`config.mk`:
```
export PLATFORM = sky130hd
export DESIGN_NAME = aes_ctr_stream
export DESIGN_NICKNAME = d
export VERILOG_FILES = /design/src/rtl/aes_ctr_stream.sv
export SDC_FILE = /design/constraint.sdc
export NUM_CORES = 1
export LEC_CHECK = 0
export ABC_CLOCK_PERIOD_IN_PS = 11450
export CAP_MARGIN = 20
export CORE_AREA = 4 4 362 364
export DETAILED_ROUTE_END_ITERATION = 8
export DIE_AREA = 0 0 366 368
export GPL_TIMING_DRIVEN = 0
export SLEW_MARGIN = 20
export SYNTH_ARGS = -nofsm -noshare
export SYNTH_HDL_FRONTEND = slang
export SYNTH_SLANG_ARGS = --single-unit
export TNS_END_PERCENT = 30
```
`constraint.sdc`:
```
create_clock -name clk -period 11.45 [get_ports clk]
set_input_delay 2.29 -clock clk [delete_from_list [all_inputs] [get_ports clk]]
set_output_delay 2.29 -clock clk [all_outputs]
set_load 0.01 [all_outputs]
```
`src/rtl/aes_ctr_stream.sv`:
```
// AES-CTR streaming controller: drives one external AES block engine through a
// start/done handshake, prefetches keystream into a small FIFO, XORs plaintext beats.
module aes_ctr_stream #(
    parameter int CTR_WIDTH  = 32,
    parameter int FIFO_DEPTH = 2
) (
    input  logic         clk,
    input  logic         reset_n,
    input  logic         cfg_load,
    input  logic [127:0] key_in,
    input  logic [127:0] nonce_in,
    output logic [127:0] core_key,
    output logic         core_start,
    output logic [127:0] core_block,
    input  logic         core_done,
    input  logic [127:0] core_result,
    input  logic         s_valid,
    output logic         s_ready,
    input  logic [127:0] s_data,
    input  logic [15:0]  s_keep,
    input  logic         s_last,
    output logic         m_valid,
    input  logic         m_ready,
    output logic [127:0] m_data,
    output logic [15:0]  m_keep,
    output logic         m_last,
    output logic         busy,
    output logic         ctr_wrap
);

    localparam int PW = $clog2(FIFO_DEPTH);
    localparam int CW = PW + 1;
    localparam logic [CW-1:0] DEPTH_C = CW'(FIFO_DEPTH);
    // Only the low CTR_WIDTH bits of the counter block advance.
    localparam logic [127:0] LOW_MASK = (CTR_WIDTH >= 128) ? {128{1'b1}}
                                       : ((128'd1 << CTR_WIDTH) - 128'd1);

    localparam logic [1:0] ST_IDLE   = 2'd0;
    localparam logic [1:0] ST_ACTIVE = 2'd1;
    localparam logic [1:0] ST_FLUSH  = 2'd2;

    logic [1:0]    state_reg,   state_next;
    logic [127:0]  key_reg,     key_next;
    logic [127:0]  ctr_reg,     ctr_next;
    logic          wrap_reg,    wrap_next;
    logic          pending_reg, pending_next;
    logic          start_reg,   start_next;
    logic [127:0]  block_reg,   block_next;
    logic [CW-1:0] cnt_reg,     cnt_next;
    logic [PW-1:0] wr_ptr_reg,  wr_ptr_next;
    logic [PW-1:0] rd_ptr_reg,  rd_ptr_next;
    logic          m_valid_reg, m_valid_next;
    logic [127:0]  m_data_reg,  m_data_next;
    logic [15:0]   m_keep_reg,  m_keep_next;
    logic          m_last_reg,  m_last_next;

    logic [127:0] fifo_mem [FIFO_DEPTH];
    logic [127:0] ks;
    logic [127:0] ct_masked;
    logic         s_ready_int;
    logic         accept;
    logic         go_flush;
    logic         done_ok;
    logic         push;

    assign ks          = fifo_mem[rd_ptr_reg];
    assign s_ready_int = (state_reg == ST_ACTIVE) && (cnt_reg != '0) && (!m_valid_reg || m_ready);
    assign accept      = s_valid && s_ready_int;
    assign go_flush    = accept && s_last;
    // A done with nothing in flight (e.g. straddling a reset) is stale and ignored.
    assign done_ok     = core_done && pending_reg;
    assign push        = done_ok && (state_reg == ST_ACTIVE) && !go_flush;

    genvar gi;
    generate
        for (gi = 0; gi < 16; gi++) begin : g_byte
            assign ct_masked[8*gi +: 8] = s_keep[gi] ? (s_data[8*gi +: 8] ^ ks[8*gi +: 8]) : 8'h00;
        end
    endgenerate

    always_comb begin
        state_next   = state_reg;
        key_next     = key_reg;
        ctr_next     = ctr_reg;
        wrap_next    = wrap_reg;
        pending_next = pending_reg;
        start_next   = 1'b0;
        block_next   = block_reg;
        cnt_next     = cnt_reg;
        wr_ptr_next  = wr_ptr_reg;
        rd_ptr_next  = rd_ptr_reg;
        m_valid_next = m_valid_reg;
        m_data_next  = m_data_reg;
        m_keep_next  = m_keep_reg;
        m_last_next  = m_last_reg;

        if (done_ok) begin
            pending_next = 1'b0;
        end

        if (go_flush) begin
            cnt_next    = '0;
            wr_ptr_next = '0;
            rd_ptr_next = '0;
        end else begin
            if (push) begin
                wr_ptr_next = PW'(wr_ptr_reg + 1'b1);
            end
            if (accept) begin
                rd_ptr_next = PW'(rd_ptr_reg + 1'b1);
            end
            cnt_next = cnt_reg + CW'(push) - CW'(accept);
        end

        if (accept) begin
            m_valid_next = 1'b1;
            m_data_next  = ct_masked;
            m_keep_next  = s_keep;
            m_last_next  = s_last;
        end else if (m_ready) begin
            m_valid_next = 1'b0;
        end

        case (state_reg)
            ST_IDLE: begin
                if (cfg_load) begin
                    state_next  = ST_ACTIVE;
                    key_next    = key_in;
                    ctr_next    = nonce_in;
                    wrap_next   = 1'b0;
                    cnt_next    = '0;
                    wr_ptr_next = '0;
                    rd_ptr_next = '0;
                end
            end
            ST_ACTIVE: begin
                if (go_flush) begin
                    state_next = ST_FLUSH;
                end
            end
            ST_FLUSH: begin
                if (!pending_next && !m_valid_next) begin
                    state_next = ST_IDLE;
                end
            end
            default: state_next = ST_IDLE;
        endcase

        // Decide on next-cycle values so core_start follows cfg_load by one cycle
        // and can re-fire the cycle after core_done.
        if ((state_next == ST_ACTIVE) && !pending_next && (cnt_next < DEPTH_C) && !wrap_next) begin
            start_next   = 1'b1;
            pending_next = 1'b1;
            block_next   = ctr_next;
            wrap_next    = ((ctr_next & LOW_MASK) == LOW_MASK);
            ctr_next     = (ctr_next & ~LOW_MASK) | ((ctr_next + 128'd1) & LOW_MASK);
        end
    end

    always_ff @(posedge clk or negedge reset_n) begin
        if (!reset_n) begin
            state_reg   <= ST_IDLE;
            key_reg     <= '0;
            ctr_reg     <= '0;
            wrap_reg    <= 1'b0;
            pending_reg <= 1'b0;
            start_reg   <= 1'b0;
            block_reg   <= '0;
            cnt_reg     <= '0;
            wr_ptr_reg  <= '0;
            rd_ptr_reg  <= '0;
            m_valid_reg <= 1'b0;
            m_data_reg  <= '0;
            m_keep_reg  <= '0;
            m_last_reg  <= 1'b0;
        end else begin
            state_reg   <= state_next;
            key_reg     <= key_next;
            ctr_reg     <= ctr_next;
            wrap_reg    <= wrap_next;
            pending_reg <= pending_next;
            start_reg   <= start_next;
            block_reg   <= block_next;
            cnt_reg     <= cnt_next;
            wr_ptr_reg  <= wr_ptr_next;
            rd_ptr_reg  <= rd_ptr_next;
            m_valid_reg <= m_valid_next;
            m_data_reg  <= m_data_next;
            m_keep_reg  <= m_keep_next;
            m_last_reg  <= m_last_next;
        end
    end

    // Keystream storage carries no reset; occupancy is tracked by cnt_reg.
    always_ff @(posedge clk) begin
        if (push) begin
            fifo_mem[wr_ptr_reg] <= core_result;
        end
    end

    assign core_key   = key_reg;
    assign core_start = start_reg;
    assign core_block = block_reg;
    assign s_ready    = s_ready_int;
    assign m_valid    = m_valid_reg;
    assign m_data     = m_data_reg;
    assign m_keep     = m_keep_reg;
    assign m_last     = m_last_reg;
    assign busy       = (state_reg != ST_IDLE);
    assign ctr_wrap   = wrap_reg;

endmodule

```
======== Word level (Yosys, flattened, before mapping) ========
Memory sizes are Yosys's and may differ from the RTL's.
Cells that the tools add are included.
storage, ports and cells
  register bits after elaboration ......... 539
  latch bits .............................. 0
  memory bits (writable) .................. 256
  bits in read-only memories .............. 0
  word-level logic and storage cells ...... 107
  memories kept ........................... 1
memory list
  name      depth  width  read ports  clocked after Yosys merged registers in  wr ports  line  text
  fifo_mem  2      128    1           0                                        1         57    logic [127:0] fifo_mem [FIFO_DEPTH];
operators by class
  $add $sub $neg .......................... 5
  multiply operators ...................... 0
  div/mod/pow operators ................... 0
  order comparisons ....................... 1
  eq/ne operators ......................... 4
  shifts and indexed selects .............. 0
  mux-type cells .......................... 44
  bitwise logic cells ..................... 17
  reduce and logical (&&, ||, !) cells .... 21
operator list
  operator                                                          number
  128-bit two-way mux                                               3
  8-bit two-way mux                                                 16
  128-bit by 32-bit OR with 128-bit output                          1
  8-bit bitwise XOR                                                 16
  32-bit by 1-bit adder with 32-bit output (second input constant)  1
  32-bit == test (second input constant)                            1
  1-bit two-way mux                                                 18
  2-bit two-way mux                                                 6
  1-bit logical AND                                                 11
  2-bit one-hot mux with 3 select lines                             1
  1-bit logical NOT                                                 5
  2-bit by 1-bit == test with 1-bit output (second input constant)  2
  2-bit nonzero test                                                2
  1-bit adder (second input constant)                               2
  2-bit by 1-bit adder with 2-bit output                            1
  2-bit == test (second input constant)                             1
  2-bit logical NOT                                                 1
  2-bit less-than comparator (second input constant)                1
  2-bit AND reduction                                               1
  2-bit by 1-bit subtractor with 2-bit output                       1
  1-bit logical OR                                                  1

======== Logic depth before layout (Yosys ltp) ========
  depth in word-level cells ............... 16
  mapped depth ............................ 17

======== Worst setup path before layout ========
OpenSTA, ideal clock, no wires.
  path type ............................... input -> register
  from .................................... input port m_ready
  to ...................................... memory fifo_mem[1][0] (enable)
  setup time .............................. 0.503 ns
  arrival time ............................ 5.810 ns
  slack ................................... 5.137 ns
  cell stages on the path ................. 5
  path through ............................ nor2b_1 -> o31a_1 -> nand3_1 -> inv_1 -> ha_1
on the way
  cells in the longest elaborated chain, start to end .. 8
RTL lines
  item                                     line  text
  from (decl)                              23    input logic m_ready,
  1-bit logical OR                         67    assign s_ready_int = (state_reg == ST_ACTIVE) && (cnt_reg != '0) && (!m_valid_reg || m_ready);
  1-bit logical AND                        67
  1-bit logical AND                        68    assign accept = s_valid && s_ready_int;
  1-bit logical AND                        69    assign go_flush = accept && s_last;
  1-bit logical NOT                        72    assign push = done_ok && (state_reg == ST_ACTIVE) && !go_flush;
  1-bit logical AND                        72
  1-bit two-way mux                        196   if (push) begin
  1-bit two-way mux (implied by the code)  197   fifo_mem[wr_ptr_reg] <= core_result;
  to (decl)                                57
No other way between the ends.

======== Worst setup path after layout ========
  from .................................... input port m_ready
  to ...................................... register block_reg[108], in the netlist core_block[108]
on the way
  cells in the longest elaborated chain, start to end .. 14
RTL lines
  item                                         line  text
  1-bit logical OR *                           67
  1-bit logical AND *                          67
  1-bit logical AND *                          68
  named net accept                             61    logic accept;
  1-bit logical AND                            69
  1-bit logical NOT                            72
  1-bit logical AND                            72
  2-bit by 1-bit adder with 2-bit output       112   cnt_next = cnt_reg + CW'(push) - CW'(accept);
  2-bit by 1-bit subtractor with 2-bit output  112
  2-bit two-way mux                            101   if (go_flush) begin
  2-bit two-way mux                            126   if (cfg_load) begin
  2-bit two-way mux                            124   case (state_reg)
  2-bit less-than comparator                   151   if ((state_next == ST_ACTIVE) && !pending_next && (cnt_next < DEPTH_C) && !wrap_next) begin
  1-bit logical AND * (2 in a row)             151
  to (signal assigned)                         183   block_reg <= block_next;
  to (decl)                                    48    logic [127:0] block_reg, block_next;
Mark *: on every way through the listed nets, which the timed path passes. The rest lies on a longest branch.
A chain may end at the register's enable or synchronous reset.

==> results.md <==
* Global Route Usage Sum at 18.58%
* Num rows at 131
* Post-synth cell types at 58
* Multi-input gate area at 9991 sq um
* Reg clk slew, reported paths at 0.06 ns
* Initial Util at 24.98%
* First-pass GRT wire length at 183800 microns
* Post-synth EDFFs at 256
* Core ar. at 127400 sq um
* Hold_sp: core_block[50]$_DFFE_PN0P_
* R2r endpoint: core_block[108]$_DFFE_PN0P_
* Crit path max-delay family: buffers and inverters
* CTS resizes at 0
* Place WS at 3.425 ns
* Endpoints failing setup at 0
* RSZ-0062 raised after global routing: no
* Vias in the first global route at 25820
* Pwr Density at 266.8 nW/um^2
* Critical path class: input port to flip-flop
* Hold_ws at 0.4654 ns
* Vias at 25328
* Layout net count at 4515
* Mean Syn Cell Area at 10.82 sq um
* Layout fillers at 12733
* CP Buf/Inv Count at 8
* Clock root buffer: clkbuf_16
* I/O Buffers at 924
* Hold/Removal Path Class: flip-flop to flip-flop
* Worst setup EP type: flip-flop
* Largest net degree at the start of global routing at 86
* CP max FO at 10
* Reg area at 21180 sq um
* Post-route clock period utilization at 61.86%
* Total power at 12.47 mW
* Finished Layout Cells at 5729
* Sequential-to-total area share from yosys stat at 66.55%
* DRT iter0 DRCs at 1710
* CP max-delay cell: buf_1
* Die area at 134700 sq um
* Layout cell share with drive strength beyond 1 at 5.723%
* CP Cell Sequence: clkdlybuf4s50_1 > nor2b_1 > nor3b_1 > nand2_1 > inv_1 > buf_2 > buf_1 > ha_1 > inv_1 > ha_1 > xor3_1 > nor2_1 > a31oi_2 > inv_2 > clkbuf_1 > clkbuf_1 > nand2_1 > nand2_1
* Reg2reg path depth at 17
* Initial antenna violation count at 38
* Worst Setup Start Kind: input port
* Grt ovf at 0
* Ys Warns at 0
* Main synth FF type: dfrtp_1
* Htree depth at 3
* R2R Path Start: state_reg[1]$_DFF_PN0_
* Ys async rst share at 67.80%
* GP Congestion at 0.8764
* Fmax at 141.2 MHz
* Post-route DRC at 0
* Max-slew violations at 0
* Max VDD drop at 0.1426 mV
* Slew HR at 30.51%
* Clk_lat worst skew at 0.68 ns
* R2r setup slk at 5.82 ns
* Hold buffers post-CTS at 0
* Crit path top cell by count: nand2_1
* Die height at 368 microns
* Max-cap violations at 0
* Die X-Extent at 366 microns
* Hpwl dp at 100800 microns
* Largest Register: fifo_mem
* TritonCTS Sinks at 795
* Final hold vios at 0
* Post-CTS Setup Bufs at 0
* Worst-Margin Slew at 1.042 ns
* Num CTS Buffers at 93
* WL per Instance at 22.54 microns
* Inst Count DP at 5542
* P_leak at 20.06 nW
* Arrival time worst endpoint at 7.70 ns
* Seq cells post-synth at 795
* Status: completed
* Longest Clk Path Bufs at 3
* Ports at 941
* Area grow syn2layout at 46.90%
* Tmin final at 7.083 ns
* Post-Syn Nets at 3480
* Clock Skew at 0.03772 ns
* Final worst slack at 4.367 ns
* CTS tree: done
* Hold Path End: core_block[50]$_DFFE_PN0P_
* Max stage delay on crit path at 0.82 ns
* Largest register FFs at 256
* First-pass iteration count of the detailed router at 5
* Final Util at 36.70%
* Routed Wire Length at 129100 microns
* Crit path required time at 12.06 ns
* WHS Path Cells at 2
* Syn Inst Count at 2940
* Routed Antenna Nets at 0
* Vias per Instance at 4.421
* Mapped Area at 31820 sq um
## synth_stat cells (7+ instances only)
cell type | n | area, sq um
nand2_1 | 1309 | 4913
dfrtp_1 | 539 | 13490
edfxtp_1 | 256 | 7687
mux2i_1 | 159 | 1592
nand3_1 | 153 | 765.7
xnor2_1 | 145 | 1270
clkbuf_1 | 94 | 352.8
nor2_1 | 55 | 206.5
buf_2 | 37 | 185.2
a21oi_1 | 29 | 145.1
buf_1 | 21 | 78.83
nand4_1 | 18 | 112.6
xor2_1 | 17 | 148.9
inv_1 | 10 | 37.54
nor4_1 | 8 | 50.05
nor3_1 | 7 | 35.03
o21ai_0 | 7 | 35.03
## cells in the final DEF (no fill, tap or decap), types with 21 or more instances in the layout
master           instances
a21oi_1                 29
buf_1                   21
buf_2                   37
clkbuf_1               112
clkbuf_16               93
clkdlybuf4s50_1        923
clkinv_2                21
dfrtp_1                539
edfxtp_1               256
mux2i_1                159
nand2_1               1309
nand3_1                153
nor2_1                  55
xnor2_1                145
## power breakdown
group / total (mW) / leakage, nW / internal (mW) / switching (mW)
clock network: 3.03 / 1.52 / 1.77 / 1.26
registers: 4.49 / 9.10 / 3.99 / 0.509
logic: 4.95 / 9.44 / 2.14 / 2.81
## layout make-up
type                    instances  area share (%)
multi-input cells            1980           21.37
clock inverters                46           1.132
plain buffers                 154           1.373
repair buffers                940           20.69
diodes                         13         0.06960
flip-flops and latches        795           45.30
well taps                    1662           4.449
clock buffers                 128           5.517
inverters                      11         0.08834
## tightest hold or removal path, cell delays in order, from the launching register on
cell,delay [ns]
dfrtp_1,0.34
nand2_1,0.05
nand2_1,0.04
## layer usage
| metal | track usage, % | routed length (microns) |
|---|---|---|
| met5 | 0 | 126 |
| met4 | 5.715 | 3572 |
| met3 | 6.621 | 11800 |
| met2 | 32.14 | 63720 |
| met1 | 21.58 | 49900 |
## cells by family (layout without fill, tap and decap cells)
| group | after synthesis | in the layout | share of synthesized area, % |
|---|---|---|---|
| AND/OR/NAND/NOR | 1589 | 1589 | 20.20 |
| AO/OA/AOI/OAI | 60 | 60 | 1.207 |
| other | 0 | 13 | 0 |
| adder cells (fa/ha/maj) | 5 | 5 | 0.1966 |
| XOR/XNOR | 163 | 163 | 4.534 |
| buffers and inverters | 165 | 1279 | 2.127 |
| multiplexers | 163 | 163 | 5.187 |
| flip-flops | 795 | 795 | 66.55 |
## stage by stage
stage                     instance area [sq um]  TNS [ns]
after floorplan                           31820         0
after global routing                      46730         0
after CTS                                 46710         0
after global placement                    43150  -9737.88
after detailed placement                  43600         0
final                                     46740         0
## worst max path at each step
stage / startpoint / end / slack (ns) / depth (start not counted)
2_1_floorplan: m_ready / fifo_mem[1][0]$_DFFE_PP_ / 5.14 / 5
3_3_place_gp: reset_n / m_data[41]$_DFFE_PN0P_ / -18.23 / 1
5_1_grt: m_ready / core_block[111]$_DFFE_PN0P_ / 3.94 / 18
4_1_cts: m_ready / core_block[108]$_DFFE_PN0P_ / 4.15 / 18
3_5_place_dp: m_ready / core_block[109]$_DFFE_PN0P_ / 3.43 / 18
6_report: m_ready / core_block[108]$_DFFE_PN0P_ / 4.37 / 18
Note: power is estimated with default switching activity, not from simulation.
==> RTL change: new RTL, same settings <==
Take the reset off `key_reg` and `m_data_reg` and load them in a clocked block of their own.
--- a/src/rtl/aes_ctr_stream.sv
+++ b/src/rtl/aes_ctr_stream.sv
@@ -160,7 +160,6 @@
     always_ff @(posedge clk or negedge reset_n) begin
         if (!reset_n) begin
             state_reg   <= ST_IDLE;
-            key_reg     <= '0;
             ctr_reg     <= '0;
             wrap_reg    <= 1'b0;
             pending_reg <= 1'b0;
@@ -170,12 +169,10 @@
             wr_ptr_reg  <= '0;
             rd_ptr_reg  <= '0;
             m_valid_reg <= 1'b0;
-            m_data_reg  <= '0;
             m_keep_reg  <= '0;
             m_last_reg  <= 1'b0;
         end else begin
             state_reg   <= state_next;
-            key_reg     <= key_next;
             ctr_reg     <= ctr_next;
             wrap_reg    <= wrap_next;
             pending_reg <= pending_next;
@@ -185,10 +182,14 @@
             wr_ptr_reg  <= wr_ptr_next;
             rd_ptr_reg  <= rd_ptr_next;
             m_valid_reg <= m_valid_next;
-            m_data_reg  <= m_data_next;
             m_keep_reg  <= m_keep_next;
             m_last_reg  <= m_last_next;
         end
+    end
+
+    always_ff @(posedge clk) begin
+        key_reg    <= key_next;
+        m_data_reg <= m_data_next;
     end
 
     // Keystream storage carries no reset; occupancy is tracked by cnt_reg.
Check against the original RTL: not equivalent (Yosys sat finds a counterexample within 4 cycles, from zero or initial values and one cycle with reset_n low).
==> RTL change against the original RTL <==
  * Total power shrank 13%
  * Sequential cell count unchanged
  * First-iteration DRC count fell by 30%
  * Count of clock-buffer cells in the layout fell by 10
  * Critical path type unchanged
  * Routed wire length fell by 10%
  * Cell area is 2.5% lower
  * Register-to-register slack got worse by 450 ps
  * Cell count shrank 12%
  * Area after synthesis decreased by 4.7%
  * Setup slack got worse by 680 ps
==> RTL change: results (changes against the original RTL) <==
* Status: completed
* Fraction of area in multi-input gates at 0.1649 (-0.04887)
* Share of cells above drive strength 1 at 0.05935 (+0.002125)
* ClkCell Share at 0.07097 (+0.004472)
* Cell Count Post-Placement at 4820 (-13%)
* Maximum vdd drop at 0.1347 mV (-5.6%)
* Via-to-Cell Ratio at 4.219 (-4.6%)
* Crit-path max FO at 35 (+25)
* Synth cell types at 45 (-22%)
* Leak pwr at 17.19 nW (-14%)
* Initial antenna violation count at 60 (+58%)
* Setup repair bufs after CTS at 0 (unchanged)
* Worst skew pair latency at 720 ps (+40 ps)
* Switching share of power at 0.3368 (-0.03004)
* Non-clock buffer share at 0.2232 (+0.002510)
* GP Congestion at 0.8635 (-1.5%)
* CLK BUF at 118 (-7.8%)
* Total CTS buffers at 94 (+1.1%)
* Synth Instances at 2201 (-25%)
* # nets final at 3795 (-16%)
* Clock sinks at 795 (unchanged)
* Non-CTS buffers at 1037 (-5.2%)
* Multi-input gate count at 1315 (-34%)
* Worst Path Arrival at 8300 ps (+600 ps)
* Largest cells by area after synthesis: edfxtp_1, dfrtp_1, nand2_1, mux2i_1, xnor2_1
* Ranking of synthesized cells by instance count: nand2_1, edfxtp_1, dfrtp_1, mux2i_1, xnor2_1
* WL per Instance at 23.03 um (+2.2%)
* Non-clock inverters at 12 (+1)
* Register area at 22460 sq um (+6.1%)
* Worst slew pin tran at 1032 ps (-10.39 ps)
* Clock share of power at 0.281 (+0.038)
* IO buf count at 940 (+1.7%)
* H-tree levels at 3 (unchanged)
* Total GRT Usage at 0.1663 (-0.01949)
* Clock slew at reported path FFs at 60 ps (about the same)
* Skew final at 26.52 ps (-11.20 ps)
* Crit-path slowest cell: clkbuf_1
* Non-filler instance count after layout at 5028 (-12%)
* Ys async rst share at 0.3560 (-0.3220)
* # fillers at 12370 (-2.8%)
* Syn nets at 2741 (-21%)
* Cell Area, Placed at 42260 sq um (-3.1%)
* N_diodes at 30 (+17)
* Post-synth EDFFs at 512 (+100%)
* Drt first-iter violations at 1205 (-30%)
* Register area share after synthesis at 0.7406 (+0.07507)
* Pre-CTS setup slack at 2657 ps (-768.4 ps)
* Prevailing post-synth register cell: edfxtp_1
* Syn. warnings at 0 (unchanged)
* Pwr per Cell Area at 238.5 nW/um^2 (-11%)
* Comb power frac at 0.329 (-0.068)
* Vias in the first global route at 21560 (-16%)
* First-pass GRT wire length at 159800 um (-13%)
* Largest net degree at the start of global routing at 87 (+1.2%)
* Design area at 45580 sq um (-2.5%)
* Worst path max stage delay at 780 ps (-40 ps)
* Final HPWL DP at 90920 um (-9.8%)
[RTL change: worst paths after layout]
path / startpoint / endpoint / slack, ps / cells after the start
min in group asynchronous: reset_n / ctr_reg[62] / 1520 / 1
worst min-delay path: ctr_reg[34] / ctr_reg[34] / 470 / 2
worst max register to register: m_valid / ctr_reg[1] / 5370 / 15
worst max-delay path: m_ready / ctr_reg[1] / 3680 / 16
max in group asynchronous: reset_n / m_keep[11] / 9010 / 2
worst min register to register: ctr_reg[34] / ctr_reg[34] / 470 / 2
[RTL change: kinds of logic after synthesis]
family                   count (synthesis)  synth area share
XOR/XNOR                               165           0.04766
adder cells (fa/ha/maj)                  5          0.002063
AND/OR/NAND/NOR                        923            0.1318
buffers and inverters                   91           0.01242
AO/OA/AOI/OAI                           56           0.01069
multiplexers                           166           0.05484
flip-flops                             795            0.7406
[RTL change: layer usage]
layer  track usage  vias up  routed length [um]
li1              -     9680                   -
met1        0.1892    10460               44120
met2        0.2813      852               57150
met3       0.06287      209               10480
met4       0.06877       12                3981
met5             0        -                  85
